[config.mk]
export PLATFORM = sky130hd
export DESIGN_NAME = adc_scan_ctrl
export DESIGN_NICKNAME = d
export VERILOG_FILES = /design/src/rtl/adc_scan_ctrl.sv
export SDC_FILE = /design/constraint.sdc
export NUM_CORES = 1
export LEC_CHECK = 0
export CAP_MARGIN = 20
export CORE_AREA = 2 2 101 103
export CTS_CLUSTER_DIAMETER = 200
export DETAILED_ROUTE_END_ITERATION = 7
export DIE_AREA = 0 0 103 105
export PLACE_DENSITY = 0.78
export SYNTH_ARGS = -nofsm -noshare
export SYNTH_HDL_FRONTEND = slang
export SYNTH_SLANG_ARGS = --single-unit
export TNS_END_PERCENT = 1
[constraint.sdc]
create_clock -name i_sys_clk -period 3.9 [get_ports i_sys_clk]
set_input_delay 0.975 -clock i_sys_clk [delete_from_list [all_inputs] [get_ports i_sys_clk]]
set_output_delay 0.975 -clock i_sys_clk [all_outputs]
set_load 0.02 [all_outputs]
[src/rtl/adc_scan_ctrl.sv]
// adc_scan_ctrl: periodic multi-channel I2C ADC scan sequencer with watchdog and error flags.
// Define ADC_AVG_EN to average four conversion reads per channel.
module adc_scan_ctrl #(
    parameter int          CH_NUM      = 4,
    parameter logic [6:0]  DEV_ID      = 7'h20,
    parameter logic [7:0]  CFG_REG     = 8'h02,
    parameter logic [7:0]  CONV_REG    = 8'h00,
    parameter int          PERIOD_CYC  = 50000,
    parameter int          TIMEOUT_CYC = 200000
) (
    input  logic        i_sys_clk,
    input  logic        i_sys_rst_n,
    input  logic        i_scan_en,
    input  logic        i_scan_once,
    input  logic [3:0]  i_ch_mask,
    output logic        o_adc_wr_req,
    output logic        o_adc_rd_req,
    output logic [6:0]  o_adc_device_id,
    output logic [7:0]  o_adc_reg_addr,
    output logic        o_adc_reg_addr_vld,
    output logic [7:0]  o_adc_wr_data,
    output logic        o_adc_wr_data_vld,
    input  logic [11:0] i_adc_rd_data,
    input  logic        i_adc_rd_data_vld,
    input  logic        i_adc_ready,
    output logic [11:0] o_ch_data,
    output logic [1:0]  o_ch_idx,
    output logic        o_ch_vld,
    output logic        o_scan_done,
    output logic        o_busy,
    output logic        o_err_timeout,
    output logic        o_err_nodata
);
    localparam logic [3:0] VALID = 4'((1 << CH_NUM) - 1);
    typedef enum logic [2:0] {IDLE, WAIT_PERIOD, CFG_REQ, CFG_WAIT, RD_REQ, RD_WAIT, STORE, NEXT} state_t;
    state_t      r_state;
    logic [1:0]  r_ch, r_ch_idx;
    logic [3:0]  r_pend;
    logic [31:0] r_per_cnt, r_wd;
    logic        r_seen_low, r_have;
    logic [11:0] r_data, r_ch_data;
    logic [7:0]  r_reg_addr, r_wr_data;
    logic        r_wr_req, r_rd_req, r_addr_vld, r_wr_vld, r_ch_vld, r_scan_done, r_busy, r_err_timeout, r_err_nodata;
`ifdef ADC_AVG_EN
    logic [13:0] r_sum;
    logic [1:0]  r_rd_cnt;
`endif
    logic [3:0]  w_mask;
    logic        w_start, w_done, w_wd_exp, w_have;
    logic [11:0] w_data;
    state_t      w_end_state;
    function automatic logic [1:0] f_low(input logic [3:0] m);
        return m[0] ? 2'd0 : m[1] ? 2'd1 : m[2] ? 2'd2 : 2'd3;
    endfunction
    assign w_mask      = i_ch_mask & VALID;
    assign w_start     = (r_state == IDLE && (i_scan_en || i_scan_once)) ||
                         (r_state == WAIT_PERIOD && i_scan_en && r_per_cnt == 32'(PERIOD_CYC - 1));
    // a transaction completes when ready returns high after having dropped
    assign w_done      = r_seen_low && i_adc_ready;
    assign w_wd_exp    = r_wd == 32'(TIMEOUT_CYC - 1);
    assign w_have      = r_have || i_adc_rd_data_vld;
    assign w_data      = i_adc_rd_data_vld ? i_adc_rd_data : r_data;
    assign w_end_state = i_scan_en ? WAIT_PERIOD : IDLE;
    assign o_adc_device_id = DEV_ID;
    assign {o_adc_wr_req, o_adc_rd_req, o_adc_reg_addr, o_adc_reg_addr_vld, o_adc_wr_data, o_adc_wr_data_vld} =
           {r_wr_req, r_rd_req, r_reg_addr, r_addr_vld, r_wr_data, r_wr_vld};
    assign {o_ch_data, o_ch_idx, o_ch_vld, o_scan_done, o_busy, o_err_timeout, o_err_nodata} =
           {r_ch_data, r_ch_idx, r_ch_vld, r_scan_done, r_busy, r_err_timeout, r_err_nodata};
    always_ff @(posedge i_sys_clk) begin
        if (!i_sys_rst_n) begin
            r_state       <= IDLE;
            r_ch          <= '0;
            r_pend        <= '0;
            r_per_cnt     <= '0;
            r_wd          <= '0;
            r_seen_low    <= 1'b0;
            r_have        <= 1'b0;
            r_data        <= '0;
            r_reg_addr    <= '0;
            r_wr_data     <= '0;
            r_ch_data     <= '0;
            r_ch_idx      <= '0;
            {r_wr_req, r_rd_req, r_addr_vld, r_wr_vld, r_ch_vld, r_scan_done, r_busy} <= '0;
            {r_err_timeout, r_err_nodata} <= '0;
`ifdef ADC_AVG_EN
            r_sum         <= '0;
            r_rd_cnt      <= '0;
`endif
        end else begin
            {r_wr_req, r_rd_req, r_addr_vld, r_wr_vld, r_ch_vld, r_scan_done} <= '0;
            r_per_cnt <= (r_per_cnt == 32'(PERIOD_CYC - 1)) ? r_per_cnt : r_per_cnt + 1;
            if (w_start) begin
                r_per_cnt <= '0;
                r_ch      <= f_low(w_mask);
                r_pend    <= w_mask & (w_mask - 4'd1);
                if (w_mask == 4'd0) begin
                    r_scan_done <= 1'b1;
                    r_state     <= w_end_state;
                end else begin
                    r_busy  <= 1'b1;
                    r_state <= CFG_REQ;
                end
            end else begin
                case (r_state)
                    WAIT_PERIOD: if (!i_scan_en) r_state <= IDLE;
                    CFG_REQ: if (i_adc_ready) begin
                        {r_wr_req, r_addr_vld, r_wr_vld} <= 3'b111;
                        r_reg_addr <= CFG_REG;
                        r_wr_data  <= 8'h10 << r_ch;
                        r_wd       <= '0;
                        r_seen_low <= 1'b0;
`ifdef ADC_AVG_EN
                        r_sum      <= '0;
                        r_rd_cnt   <= '0;
`endif
                        r_state    <= CFG_WAIT;
                    end
                    CFG_WAIT: begin
                        if (!i_adc_ready) r_seen_low <= 1'b1;
                        r_wd <= r_wd + 1;
                        if (w_done) r_state <= RD_REQ;
                        else if (w_wd_exp) begin
                            {r_err_timeout, r_scan_done} <= 2'b11;
                            r_busy  <= 1'b0;
                            r_state <= IDLE;
                        end
                    end
                    RD_REQ: if (i_adc_ready) begin
                        {r_rd_req, r_addr_vld} <= 2'b11;
                        r_reg_addr <= CONV_REG;
                        r_wd       <= '0;
                        r_seen_low <= 1'b0;
                        r_have     <= 1'b0;
                        r_state    <= RD_WAIT;
                    end
                    RD_WAIT: begin
                        if (!i_adc_ready) r_seen_low <= 1'b1;
                        if (i_adc_rd_data_vld) {r_have, r_data} <= {1'b1, i_adc_rd_data};
                        r_wd <= r_wd + 1;
                        if (w_done && !w_have) begin
                            r_err_nodata <= 1'b1;
                            r_state      <= NEXT;
                        end else if (w_done) begin
`ifdef ADC_AVG_EN
                            r_sum    <= r_sum + 14'(w_data);
                            r_rd_cnt <= r_rd_cnt + 2'd1;
                            r_state  <= (r_rd_cnt == 2'd3) ? STORE : RD_REQ;
`else
                            r_state  <= STORE;
`endif
                        end else if (w_wd_exp) begin
                            {r_err_timeout, r_scan_done} <= 2'b11;
                            r_busy  <= 1'b0;
                            r_state <= IDLE;
                        end
                    end
                    STORE: begin
                        r_ch_vld  <= 1'b1;
                        r_ch_idx  <= r_ch;
`ifdef ADC_AVG_EN
                        r_ch_data <= 12'(r_sum >> 2);
`else
                        r_ch_data <= r_data;
`endif
                        r_state   <= NEXT;
                    end
                    NEXT: if (r_pend != 4'd0) begin
                        r_ch    <= f_low(r_pend);
                        r_pend  <= r_pend & (r_pend - 4'd1);
                        r_state <= CFG_REQ;
                    end else begin
                        r_scan_done <= 1'b1;
                        r_busy      <= 1'b0;
                        r_state     <= w_end_state;
                    end
                    default: r_state <= IDLE;
                endcase
            end
        end
    end
endmodule

==> impl_results.html <==
<table>
<tr><th>Metric</th><th>Value</th></tr>
<tr><th colspan="2">Outcome</th></tr>
<tr><td>Status</td><td>completed</td></tr>
<tr><th colspan="2">Timing</th></tr>
<tr><td>Final Critical Period</td><td>2521 ps</td></tr>
<tr><td>Maximum operating frequency</td><td>0.3967 GHz</td></tr>
<tr><td>Transition at the pin with the smallest max-transition slack</td><td>915.1 ps</td></tr>
<tr><td>Final WS setup</td><td>1379 ps</td></tr>
<tr><td>Share of the clock period used by the worst path</td><td>64.64%</td></tr>
<tr><td>Setup repair after global routing missed its margin</td><td>no</td></tr>
<tr><td>Final hold violation count</td><td>0</td></tr>
<tr><td>Number of setup violations in the final report</td><td>0</td></tr>
<tr><td>Number of pins with negative max-slew slack in the final report</td><td>0</td></tr>
<tr><td>Final worst clock skew</td><td>8.748 ps</td></tr>
<tr><td>Post-Route Setup TNS</td><td>0 ps</td></tr>
<tr><td>Worst slew slack as a fraction of its limit</td><td>38.56%</td></tr>
<tr><th colspan="2">Logic synthesis</th></tr>
<tr><td>Share of synthesized registers carrying an async set or reset</td><td>0%</td></tr>
<tr><td>Area share of xor/xnor cells in the synthesized design</td><td>9.006%</td></tr>
<tr><td>Sequential fraction of the synthesis area</td><td>43.08%</td></tr>
<tr><td>Leading cell types by total area after synthesis</td><td>sky130_fd_sc_hd__dfxtp_1 (43%), sky130_fd_sc_hd__nand2_1 (6.3%), sky130_fd_sc_hd__nor2_1 (5.9%), sky130_fd_sc_hd__xnor2_1 (5.5%), sky130_fd_sc_hd__a21oi_1 (4.2%)</td></tr>
<tr><td>Number of synthesized flops with an enable pin</td><td>0</td></tr>
<tr><td>Avg Inst Size Synth</td><td>8.309 µm²</td></tr>
<tr><td>Synthesized-area fraction occupied by adder cells</td><td>0.4765%</td></tr>
<tr><td>Area of the mapped netlist</td><td>5251 µm²</td></tr>
<tr><td>Area share of the largest cell type after synthesis</td><td>43.08%</td></tr>
<tr><td>Top flip-flop cell by instance count after synthesis</td><td>sky130_fd_sc_hd__dfxtp_1</td></tr>
<tr><td>Synth cell types</td><td>55</td></tr>
<tr><td>Library cell occupying the most area in the post-synthesis netlist</td><td>sky130_fd_sc_hd__dfxtp_1</td></tr>
<tr><td>Total number of yosys warnings</td><td>0</td></tr>
<tr><td>Multiplexer fraction of the synthesized cell area</td><td>1.334%</td></tr>
<tr><td>Synthesized-area fraction occupied by ao, oa, aoi and oai cells</td><td>8.959%</td></tr>
<tr><td>Seq cells post-synth</td><td>113</td></tr>
<tr><td>Synthesized netlist cell count</td><td>632</td></tr>
<tr><td>Fraction of the mapped netlist area in simple logic gates</td><td>30.55%</td></tr>
<tr><td>Dominant combinational cell family by area after synthesis</td><td>simple AND/OR/NAND/NOR gates</td></tr>
<tr><th colspan="2">Placed design</th></tr>
<tr><td>Post-placement worst setup slack</td><td>877.5 ps</td></tr>
<tr><td>Placed cell areas</td><td>5712 µm²</td></tr>
<tr><td>Port Buf Inserts</td><td>49</td></tr>
<tr><td>Total half-perimeter wirelength after legalization and detailed placement</td><td>7.419 mm</td></tr>
<tr><td>Post-placement cell count</td><td>784</td></tr>
<tr><td>Routability congestion estimate</td><td>0.8358</td></tr>
<tr><th colspan="2">Final layout</th></tr>
<tr><td>Synthesis-to-layout area growth</td><td>20.85%</td></tr>
<tr><td>Most frequent standard cell in the layout excluding fill and tap cells</td><td>sky130_fd_sc_hd__dfxtp_1</td></tr>
<tr><td>Final-layout fill cell count</td><td>803</td></tr>
<tr><td>Final Util</td><td>65.84%</td></tr>
<tr><td>Final net count</td><td>694</td></tr>
<tr><td>Most frequent cells in the layout</td><td>sky130_fd_sc_hd__dfxtp_1 (113), sky130_fd_sc_hd__nand2_1 (88), sky130_fd_sc_hd__nor2_1 (83), sky130_fd_sc_hd__clkdlybuf4s50_1 (49), sky130_fd_sc_hd__a21oi_1 (44)</td></tr>
<tr><td>Fin cells</td><td>816</td></tr>
<tr><td>Fraction of final layout cells sized beyond drive strength 1</td><td>7.906%</td></tr>
<tr><td>Post-Layout Inst Area</td><td>6346 µm²</td></tr>
<tr><td>Antenna cells</td><td>0</td></tr>
<tr><th colspan="2">Worst setup path</th></tr>
<tr><td>Slowest cell delay on critical path</td><td>640 ps</td></tr>
<tr><td>CP required</td><td>4290 ps</td></tr>
<tr><td>Largest delay share family, worst path</td><td>simple AND/OR/NAND/NOR gates</td></tr>
<tr><td>Arrival time reported for the critical path endpoint</td><td>2910 ps</td></tr>
<tr><td>Reg2Reg Setup Slack</td><td>1600 ps</td></tr>
<tr><td>Critical path start-end classification</td><td>primary input to flop</td></tr>
<tr><td>Series of cell instances along the critical path</td><td>clkdlybuf4s50_1 -&gt; nor2_1 -&gt; nor4_2 -&gt; or3b_1 -&gt; xor2_1 -&gt; nor2_1</td></tr>
<tr><td>Reg-to-Reg End</td><td>r_wd[26]$_SDFFE_PN0P_</td></tr>
<tr><td>Dominant cell type by count on the critical path</td><td>sky130_fd_sc_hd__nor2_1</td></tr>
<tr><td>Slowest CP cell</td><td>sky130_fd_sc_hd__clkdlybuf4s50_1</td></tr>
<tr><td>Crit Reg-Reg Startpoint</td><td>r_wd[7]$_SDFFE_PN0P_</td></tr>
<tr><td>Largest driver fanout on the critical path</td><td>9</td></tr>
<tr><td>Kind of start point of the critical path</td><td>primary input</td></tr>
<tr><td>Buffer and inverter count on the worst path</td><td>1</td></tr>
<tr><td>Category of the worst setup path capture point</td><td>flop</td></tr>
<tr><td>Cell count of the worst reg-to-reg path</td><td>5</td></tr>
<tr><th colspan="2">GRT</th></tr>
<tr><td>Antenna violations before repair</td><td>0</td></tr>
<tr><td>Grt total ovfl</td><td>0</td></tr>
<tr><td>Maximum number of pins on one net before global-route repair</td><td>43</td></tr>
<tr><td>Via count of the first global-routing pass</td><td>4076</td></tr>
<tr><td>Overall track demand over capacity in global routing</td><td>21.94%</td></tr>
<tr><td>Wire length of the first global-routing pass</td><td>18.92 mm</td></tr>
<tr><th colspan="2">Routing</th></tr>
<tr><td>Number of iterations in the first detailed-routing pass</td><td>4</td></tr>
<tr><td>Total Routed Length</td><td>11.14 mm</td></tr>
<tr><td>Detailed Route Iter0 Violations</td><td>268</td></tr>
<tr><td>Total number of vias</td><td>4385</td></tr>
<tr><td># DRC</td><td>0</td></tr>
<tr><td>Remaining antenna violation count</td><td>0</td></tr>
<tr><td>DR vias/cell</td><td>5.374</td></tr>
<tr><td>Detailed-route wire length per cell</td><td>13.66 µm</td></tr>
<tr><th colspan="2">Flow run</th></tr>
<tr><td>Number of violations of the max-capacitance limit</td><td>0</td></tr>
<tr><th colspan="2">Floorplan</th></tr>
<tr><td>Area of the core</td><td>9639 µm²</td></tr>
<tr><td>Vertical die dimension</td><td>105 µm</td></tr>
<tr><td>Number of cell rows</td><td>36</td></tr>
<tr><td>Effective utilization at floorplan</td><td>54.48%</td></tr>
<tr><td>Number of top-level pins</td><td>68</td></tr>
<tr><td>Die Span X</td><td>103 µm</td></tr>
<tr><td>Die Footprint</td><td>10820 µm²</td></tr>
<tr><th colspan="2">Clock network</th></tr>
<tr><td>Number of sinks driven by the clock tree</td><td>113</td></tr>
<tr><td>Count of hold buffers inserted by post-cts repair</td><td>0</td></tr>
<tr><td>Number of buffers inserted by post-CTS setup repair</td><td>0</td></tr>
<tr><td>Insertion delay to the later sink of the worst-skew pair</td><td>510 ps</td></tr>
<tr><td>Clock tree buffer depth</td><td>2</td></tr>
<tr><td>Clock tree from TritonCTS</td><td>built</td></tr>
<tr><td>Root cell of the clock tree</td><td>sky130_fd_sc_hd__clkbuf_8</td></tr>
<tr><td>Clock transition at path regs</td><td>60 ps</td></tr>
<tr><td>Clock buffers created by TritonCTS</td><td>17</td></tr>
<tr><td>Post-CTS sizing</td><td>0</td></tr>
<tr><td>Number of H-tree levels</td><td>4</td></tr>
<tr><th colspan="2">Power and ir drop</th></tr>
<tr><td>Worst-case vdd ir drop</td><td>0.0003568 V</td></tr>
<tr><td>LEAKAGE</td><td>2.127 nW</td></tr>
<tr><td>Power per unit of standard cell area</td><td>494.1 nW/µm²</td></tr>
<tr><th colspan="2">Min path</th></tr>
<tr><td>Number of cells on the worst hold path</td><td>2</td></tr>
<tr><td>Min-delay worst type</td><td>flop to flop</td></tr>
<tr><td>Hold Path Sink</td><td>o_ch_data[10]$_SDFFE_PN0P_</td></tr>
<tr><td>Worst Min Path Start</td><td>r_data[10]$_SDFFE_PN0P_</td></tr>
</table>
## how the worst max path moves through the flow
stage	cells past startpoint	slack (ps)	startpoint	end
after floorplan	6	1490	i_adc_ready	r_wd[11]$_SDFFE_PN0P_
after global placement	6	970	i_adc_ready	r_wd[11]$_SDFFE_PN0P_
after detailed placement	6	880	i_adc_ready	r_wd[11]$_SDFFE_PN0P_
after CTS	1	1400	o_adc_reg_addr[1]$_SDFFE_PN0P_	o_adc_reg_addr[1]
after global routing	6	1270	i_adc_ready	r_wd[26]$_SDFFE_PN0P_
final	6	1380	i_adc_ready	r_wd[11]$_SDFFE_PN0P_
## area by class of cell
cell class	instances	area, µm²	area share, %
inverter	14	52.55	0.8281
sequential	113	2262	35.65
timing repair buffer	53	520.5	8.202
tap	133	166.4	2.622
clock inverter	10	181.4	2.859
clock buffer	22	452.9	7.137
multi-input combinational	471	2710	42.71
## logic make-up (layout without fill, tap and decap cells)
group	count (synthesis)	in the layout
AOI/OAI and AO/OA	82	82
and+or+nand+nor	308	308
xor gates and xnor gates	54	54
DFF	113	113
buffers and inverters	64	99
other	2	18
muxes	7	7
adders and majority gates	2	2
## through the flow
step / power, mW / hold slack [ps]
finish: 3.135 / 448.4
global route: 3.250 / 471.8
CTS: 3.158 / 451.8
detailed placement: 1.509 / 445.2
global placement: 1.504 / 437.4
floorplan: 1.444 / 432.1
## synth_stat cells, drive strengths merged, types with 2 or more instances
cell type,instances
nand2,88
dfxtp,113
conb,2
and3,10
nor2,84
a21oi,44
mux2i,7
or4,8
o211ai,4
and2,2
nor4b,4
a211oi,2
a31oi,5
nor4,14
xor2,21
ha,2
or3,9
o2bb2ai,2
xnor2,33
nand4,25
nor3b,2
clkbuf,18
o31ai,3
and4,6
nor3,23
buf,32
inv,13
nor2b,7
o21ai,14
o311ai,2
o21a,2
nand3,20
## report_power, final
| group | internal, mW | total [mW] | switching (mW) | leakage (nW) |
|---|---|---|---|---|
| Combinational | 0.0970 | 0.253 | 0.156 | 0.906 |
| Sequential | 1.18 | 1.24 | 0.0509 | 0.912 |
| Clock | 1.13 | 1.65 | 0.515 | 0.309 |
| Total | 2.41 | 3.14 | 0.722 | 2.13 |
## layer usage
metal	share of wire, %	wire, µm	global-route usage [%]
met1	45	5060	28.37
met2	50	5520	34.46
met5	0	0	0
met3	3.5	387	6.288
met4	1.6	174	8.083
## sequential cells by signal, summed over array words and instances, names as in the netlist, 3 cells and up
signal and cells:
r_data 12, r_wd 32, r_per_cnt 32, o_ch_data 12, r_state 3, o_adc_wr_data 4, r_pend 3
## tightest hold or removal path, stage by stage, from the launching register on
cell and delay (ps):
sky130_fd_sc_hd__dfxtp_1 300, sky130_fd_sc_hd__nand2_1 50, sky130_fd_sc_hd__a21oi_1 50
Note: power is estimated with default switching activity, not from simulation.
